--- src/rtl/scmp_useq.sv ---
// SC/MP microprogram sequencer: microcode PC with relative branches, opcode
// dispatch, trap vector, a hardware return stack and a bus-wait stall.
module scmp_useq #(
  parameter int unsigned    PC_W     = 8,
  parameter int unsigned    OFF_W    = 8,
  parameter int unsigned    NCOND    = 5,
  parameter int unsigned    STACK_D  = 2,
  parameter logic [PC_W-1:0] TRAP_VEC = 'hF0
) (
  input  logic                             clk_i,
  input  logic                             rst_ni,
  input  logic                             stall_i,
  input  logic [NCOND-1:0]                 cond_in_i,
  input  logic [NCOND-1:0]                 uc_cond_mask_i,
  input  logic [NCOND-1:0]                 uc_cond_xor_i,
  input  logic                             uc_decode_i,
  input  logic                             uc_call_i,
  input  logic                             uc_ret_i,
  input  logic [OFF_W-1:0]                 uc_next_i,
  input  logic [PC_W-1:0]                  op_pc_i,
  input  logic                             trap_req_i,
  input  logic                             clr_err_i,
  output logic [PC_W-1:0]                  mc_pc_o,
  output logic                             cond_o,
  output logic [$clog2(STACK_D+1)-1:0]     sp_level_o,
  output logic                             trap_taken_o,
  output logic                             stack_ovf_o,
  output logic                             stack_unf_o
);

  localparam int unsigned SpW = $clog2(STACK_D + 1);

  logic [PC_W-1:0] mc_pc_q, mc_pc_d;
  logic [SpW-1:0]  sp_q, sp_d;
  logic            trap_q, trap_d;
  logic            ovf_q, ovf_d;
  logic            unf_q, unf_d;
  logic [PC_W-1:0] stack_q [STACK_D];
  logic            push_en;

  logic [PC_W-1:0] pc_inc;
  logic [PC_W-1:0] pc_rel;
  logic [PC_W-1:0] stack_top;
  logic            stack_empty;
  logic            stack_full;

  assign cond_o = |((cond_in_i ^ uc_cond_xor_i) & uc_cond_mask_i);

  // Offset is signed; the size cast sign-extends it to the PC width.
  assign pc_inc      = mc_pc_q + PC_W'(1);
  assign pc_rel      = mc_pc_q + PC_W'($signed(uc_next_i));
  assign stack_empty = (sp_q == '0);
  assign stack_full  = (sp_q == SpW'(STACK_D));

  // Top-of-stack read: entry sp_q-1 (zero when the stack is empty).
  always_comb begin
    stack_top = '0;
    for (int i = 0; i < STACK_D; i++) begin
      if (sp_q == SpW'(i + 1)) stack_top = stack_q[i];
    end
  end

  // Next-state selection by strict priority: decode, skip, ret, call, fetch, branch.
  always_comb begin
    mc_pc_d = mc_pc_q;
    sp_d    = sp_q;
    trap_d  = 1'b0;
    ovf_d   = ovf_q;
    unf_d   = unf_q;
    push_en = 1'b0;
    if (!stall_i) begin
      // Clear first so that a same-cycle error set below takes precedence.
      if (clr_err_i) begin
        ovf_d = 1'b0;
        unf_d = 1'b0;
      end
      if (uc_decode_i) begin
        if (trap_req_i) begin
          mc_pc_d = TRAP_VEC;
          trap_d  = 1'b1;
        end else begin
          mc_pc_d = op_pc_i;
        end
      end else if (cond_o) begin
        mc_pc_d = pc_inc;
      end else if (uc_ret_i) begin
        if (!stack_empty) begin
          mc_pc_d = stack_top;
          sp_d    = sp_q - SpW'(1);
        end else begin
          mc_pc_d = '0;
          unf_d   = 1'b1;
        end
      end else if (uc_call_i) begin
        mc_pc_d = pc_rel;
        if (!stack_full) begin
          push_en = 1'b1;
          sp_d    = sp_q + SpW'(1);
        end else begin
          ovf_d = 1'b1;
        end
      end else if (uc_next_i == '0) begin
        mc_pc_d = '0;
      end else begin
        mc_pc_d = pc_rel;
      end
    end
  end

  // Sequencer control state.
  always_ff @(posedge clk_i or negedge rst_ni) begin
    if (!rst_ni) begin
      mc_pc_q <= '0;
      sp_q    <= '0;
      trap_q  <= 1'b0;
      ovf_q   <= 1'b0;
      unf_q   <= 1'b0;
    end else begin
      mc_pc_q <= mc_pc_d;
      sp_q    <= sp_d;
      trap_q  <= trap_d;
      ovf_q   <= ovf_d;
      unf_q   <= unf_d;
    end
  end

  // Return stack storage: a push writes the return address at slot sp_q.
  always_ff @(posedge clk_i or negedge rst_ni) begin
    if (!rst_ni) begin
      for (int i = 0; i < STACK_D; i++) stack_q[i] <= '0;
    end else if (push_en) begin
      for (int i = 0; i < STACK_D; i++) begin
        if (sp_q == SpW'(i)) stack_q[i] <= pc_inc;
      end
    end
  end

  assign mc_pc_o      = mc_pc_q;
  assign sp_level_o   = sp_q;
  assign trap_taken_o = trap_q;
  assign stack_ovf_o  = ovf_q;
  assign stack_unf_o  = unf_q;

endmodule

--- config.mk ---
export PLATFORM = sky130hd
export DESIGN_NAME = scmp_useq
export DESIGN_NICKNAME = d
export VERILOG_FILES = /design/src/rtl/scmp_useq.sv
export SDC_FILE = /design/constraint.sdc
export NUM_CORES = 1
export LEC_CHECK = 0
export ABC_AREA = 1
export BUFFER_PORTS_ARGS = -buffer_cell sky130_fd_sc_hd__buf_2
export CORE_MARGIN = 3
export CORE_UTILIZATION = 54
export DETAILED_ROUTE_END_ITERATION = 6
export PLACE_DENSITY = 0.8
export SYNTH_ARGS = -nofsm -noshare
export SYNTH_HDL_FRONTEND = slang
export SYNTH_SLANG_ARGS = --single-unit
--- constraint.sdc ---
create_clock -name clk_i -period 2.2 [get_ports clk_i]
set_input_delay 0.22 -clock clk_i [delete_from_list [all_inputs] [get_ports clk_i]]
set_output_delay 0.22 -clock clk_i [all_outputs]
set_load 0.01 [all_outputs]
Word level (Yosys, flattened, before mapping) --
Index checks and enable logic that the tools add are counted.
Word-level totals: memories 0, register bits after elaboration 29, bits of input ports 39, bits in read-only memories 0, RAM bits 0, word-level logic and storage cells 60, bits in latches 0
Cells by class: multipliers 0, bitwise logic cells 5, div/mod/pow operators 0, reductions and logical operators 7, multiplexer cells 33, add/sub/neg operators 4, shift operators 0, magnitude comparators 0, equal/unequal tests 4
Operators by type and width (count):
- $mux 8 | 9
- $mux 1 | 20
- $add 8x1->8 const B | 1
- $add 8x8->8 | 1
- $logic_not 8->1 | 1
- $mux 2 | 4
- $reduce_and 6->1 | 1
- $and 5x5->5 | 1
- $reduce_or 5->1 | 1
- $xor 5x5->5 | 1
- $ne 2x2->1 const B | 2
- $reduce_and 2->1 | 2
- $not 1->1 | 3
- $add 2x1->2 const B | 1
- $eq 2x1->1 const B | 1
- $eq 2x2->1 const B | 1
- $logic_not 2->1 | 1
- $reduce_bool 2->1 | 1
- $sub 2x1->2 const B | 1

Longest topological paths before layout --
word-level depth 8, mapped depth 13, depth with buffers taken out 13

Least setup slack after synthesis --
OpenSTA, ideal clock, no wires.
path kind reg-to-reg, start register mc_pc_q[0], in the netlist mc_pc_o[0], end register mc_pc_q[6], in the netlist mc_pc_o[6], data arrival time 1646 ps, period minus slack after synthesis 1763 ps, setup slack 437 ps, buffers on the path 0, stages on the path, launching flop included 13, library setup time 116 ps, cells stage by stage dfrtp_1 > ha_1 > fa_1 > nand2_1 > nand2_1 > nand3b_1 > nand3_1 > nand3_1 > nand2_1 > nand2_1 > nand2_1 > nand2_1 > nand2_1
Between the ends: longest elaborated chain between the ends 6, elaborated cells between the ends (all ways) 7, classes of those cells add/sub: 2; mux: 5
Ends and longest elaborated chain:
- start: declaration | RTL line 33 | logic [PC_W-1:0] mc_pc_q, mc_pc_d;
- start signal: assignment | RTL line 119 | mc_pc_q <= mc_pc_d;
- $add 8x8->8 | RTL line 51 | assign pc_rel = mc_pc_q + PC_W'($signed(uc_next_i));
- $mux 8 | RTL line 102 | end else if (uc_next_i == '0) begin
- $mux 8 | RTL line 94 | end else if (uc_call_i) begin
- $mux 8 | RTL line 86 | end else if (uc_ret_i) begin
- $mux 8 (*) | RTL line 84 | end else if (cond_o) begin
- $mux 8 (*) | RTL line 77 | if (uc_decode_i) begin
Mark *: on every way between the ends. The rest lies on a longest branch, timed or not. A chain may end at the register's enable or synchronous reset.

Worst setup path after layout --
Ends and elaborated chain as after synthesis.

==> run metrics <==
first-pass GRT wire length 9280 um; Min Hold Slack 0.1780 ns; Die ar. 5032 sq um; slew at the pin with the worst max-slew slack 0.6577 ns; mapped cell area 2277 sq um; Antenna diodes 0; Slowest-stage cell, CP dfrtp_1; Net Count, Synth 375; end point of the critical path mc_pc_o[6]; Critical path origin mc_pc_o[0]; fillers 347; WP data arrival 2.08 ns; Max Cap Viol 0; most used cell, CP nand2_1; Total Wirelength 5539 um; antenna violations before repair 0; Total GRT Usage 0.2300; Synth Flop Type dfrtp_1; vias in the first global route 2054; total clock sinks 29; R2R Path End mc_pc_o[6]; GPL Wtd Cong 0.9034; Worst VDD drop 0.5502 mV; Final Max Tran Viols 0; Design Area, Final 2673 sq um; H-tree levels 2; flops & latches, synth 29; dpl cell area 2576 sq um; Worst R2R Path Depth 12; crit-path cells ha_1 -> fa_1 -> nand2_1 -> nand2_1 -> nand3b_1 -> nand3_1 -> nand3_1 -> nand2_1 -> nand2_1 -> nand2_1 -> nand2_1 -> nand2_1; Post-CTS Setup Inserts 0; r2r startpoint mc_pc_o[0]; CTS tree built; die extent in x 70.94 um; CP startpoint kind register; GR Overflow Total 0; Top delay family on crit path simple AND/OR/NAND/NOR gates; Reg clk slew, reported paths 0.06 ns; HP Start trap_req_i; placed wire-length estimate 4295 um; synth unique cells 28; Post-route DRC 0; Vias 2243; Cells after Synth 324; initial core utilization 0.5909; most common cell after layout, fill and taps aside nand2_1; Worst Skew 0.003114 ns; WL/cell 12.91 um; status finished, final reports clean; RSZ-0062 raised after global routing false; TritonRoute pass-1 iters 4; largest net degree at the start of global routing 30; Final setup viols 0; maximum root-to-sink buffer count 2; port bufs 52; clk_lat worst skew 0.28 ns; CP peak stage delay 0.47 ns; Pwr Density 777.8 nW/um^2; Top Ports 53; Worst Setup End Kind register; ys async rst share 1.000; Reg2Reg Setup Slack 0.29 ns; via/cell ratio 5.228; EDFF count, synth 0; highest clock rate 524.2 MHz; Area Overhead vs Synth 17.36%; Crit path depth 12; CORE AREA 3854 sq um; post-layout util 0.6935; final hold vios 0; die height 70.94 um; CP max FO 8; Root Buffer clkbuf_8; Min-Delay Path Class in2reg; max_slew headroom 0.5616; Final #Nets 432; Final ANT Viol Nets 0; std cell rows 22; Ys Warns 0; CP bufs+invs 0; CP Class reg2reg; Initial DRC Count 167; post-synthesis sequential area ratio 0.3187; CTS Buf Count 5; share of layout cells above drive strength 1 0.2205; final setup TNS 0 ns; commonest non-fill, non-tap cells in the layout 117 x nand2_1, 52 x buf_2, 39 x inv_1, 31 x nand3_1, 29 x dfrtp_1; leakage 1.477 nW; fin crit share 0.8671; final worst path period need 1.908 ns; CP required 2.37 ns; syn_area_per_cell 7.028 sq um
## flip-flops by register name, summed over array words and instances (netlist names)
| name | cells |
|---|---|
| trap_taken_o | 1 |
| stack_q | 16 |
| stack_unf_o | 1 |
| sp_level_o | 2 |
| stack_ovf_o | 1 |
| mc_pc_o | 8 |
## cells by family after synthesis
group / share of synthesized area
compound gates: 0.08352
xor+xnor: 0.03462
fa+ha+maj: 0.06923
buf+inv: 0.08736
flops: 0.3187
simple gates: 0.4066
## how the worst min path moves through the flow
stage | to | slack [ns] | cells after the start
floorplan | mc_pc_o[0] | -0.08 | 0
global placement | stack_q[15] | 0.29 | 1
detailed placement | stack_q[15] | 0.28 | 1
CTS | trap_taken_o | 0.18 | 3
global route | trap_taken_o | 0.20 | 3
finish | trap_taken_o | 0.18 | 3
## worst register-to-register path, cell delays in order, from the launching register on
cell      delay, ns
dfrtp_1        0.47
ha_1           0.25
fa_1           0.40
nand2_1        0.08
nand2_1        0.07
nand3b_1       0.11
nand3_1        0.07
nand3_1        0.09
nand2_1        0.05
nand2_1        0.07
nand2_1        0.05
nand2_1        0.06
nand2_1        0.04
## timing repair
item	4_1_cts	5_1_grt
hold buffers	1	0
resized for setup	0	0
hold endpoints to repair	29	0
## layer usage
metal	vias up	global-route usage	part of all wire
li1	1150	-	-
met1	1022	0.3253	0.47
met2	64	0.3563	0.46
met3	7	0.04545	0.060
met4	0	0.07098	0.013
met5	-	0	0
## stage by stage
| stage | instances | total power [mW] | setup slack [ns] |
|---|---|---|---|
| 2_1_floorplan | 324 | 1.364 | 0.4375 |
| 6_report | 429 | 2.079 | 0.2924 |
| 4_1_cts | 429 | 2.079 | 0.3143 |
| 5_1_grt | 429 | 2.230 | 0.06963 |
| 3_5_place_dp | 421 | 1.627 | 0.3325 |
| 3_3_place_gp | 421 | 1.607 | 0.3891 |
## layout make-up
type / count / area (sq um) / share of cell area
clock buffers: 7 / 86.33 / 0.03230
repair buffers: 55 / 285.3 / 0.1067
multi-input cells: 248 / 1353 / 0.5061
well taps: 48 / 60.06 / 0.02247
inverters: 42 / 162.7 / 0.06086
flip-flops and latches: 29 / 725.7 / 0.2715
## synth_stat cells (2+ instances only)
library cell,number,area share
nand2_1,117,0.19
inv_1,39,0.064
nand3_1,31,0.068
dfrtp_1,29,0.32
nor2_1,23,0.038
a21oi_1,11,0.024
ha_1,11,0.060
o21ai_1,8,0.018
o21ai_2,8,0.031
xnor2_1,7,0.027
nor3_1,6,0.013
nand3_2,5,0.022
o21ai_0,5,0.011
nand3_4,3,0.023
buf_2,2,0.0044
buf_6,2,0.0099
nand3b_1,2,0.0066
nand4_1,2,0.0055
nor2_8,2,0.018
or2_2,2,0.0055
xor2_1,2,0.0077
## power by group
part           internal [mW]  switching [mW]  total, mW
clock network          0.248           0.200      0.448
logic                  0.339           0.535      0.875
registers              0.654           0.102      0.756
total                   1.24           0.837       2.08
No activity file was read; power rests on OpenSTA's default activity.
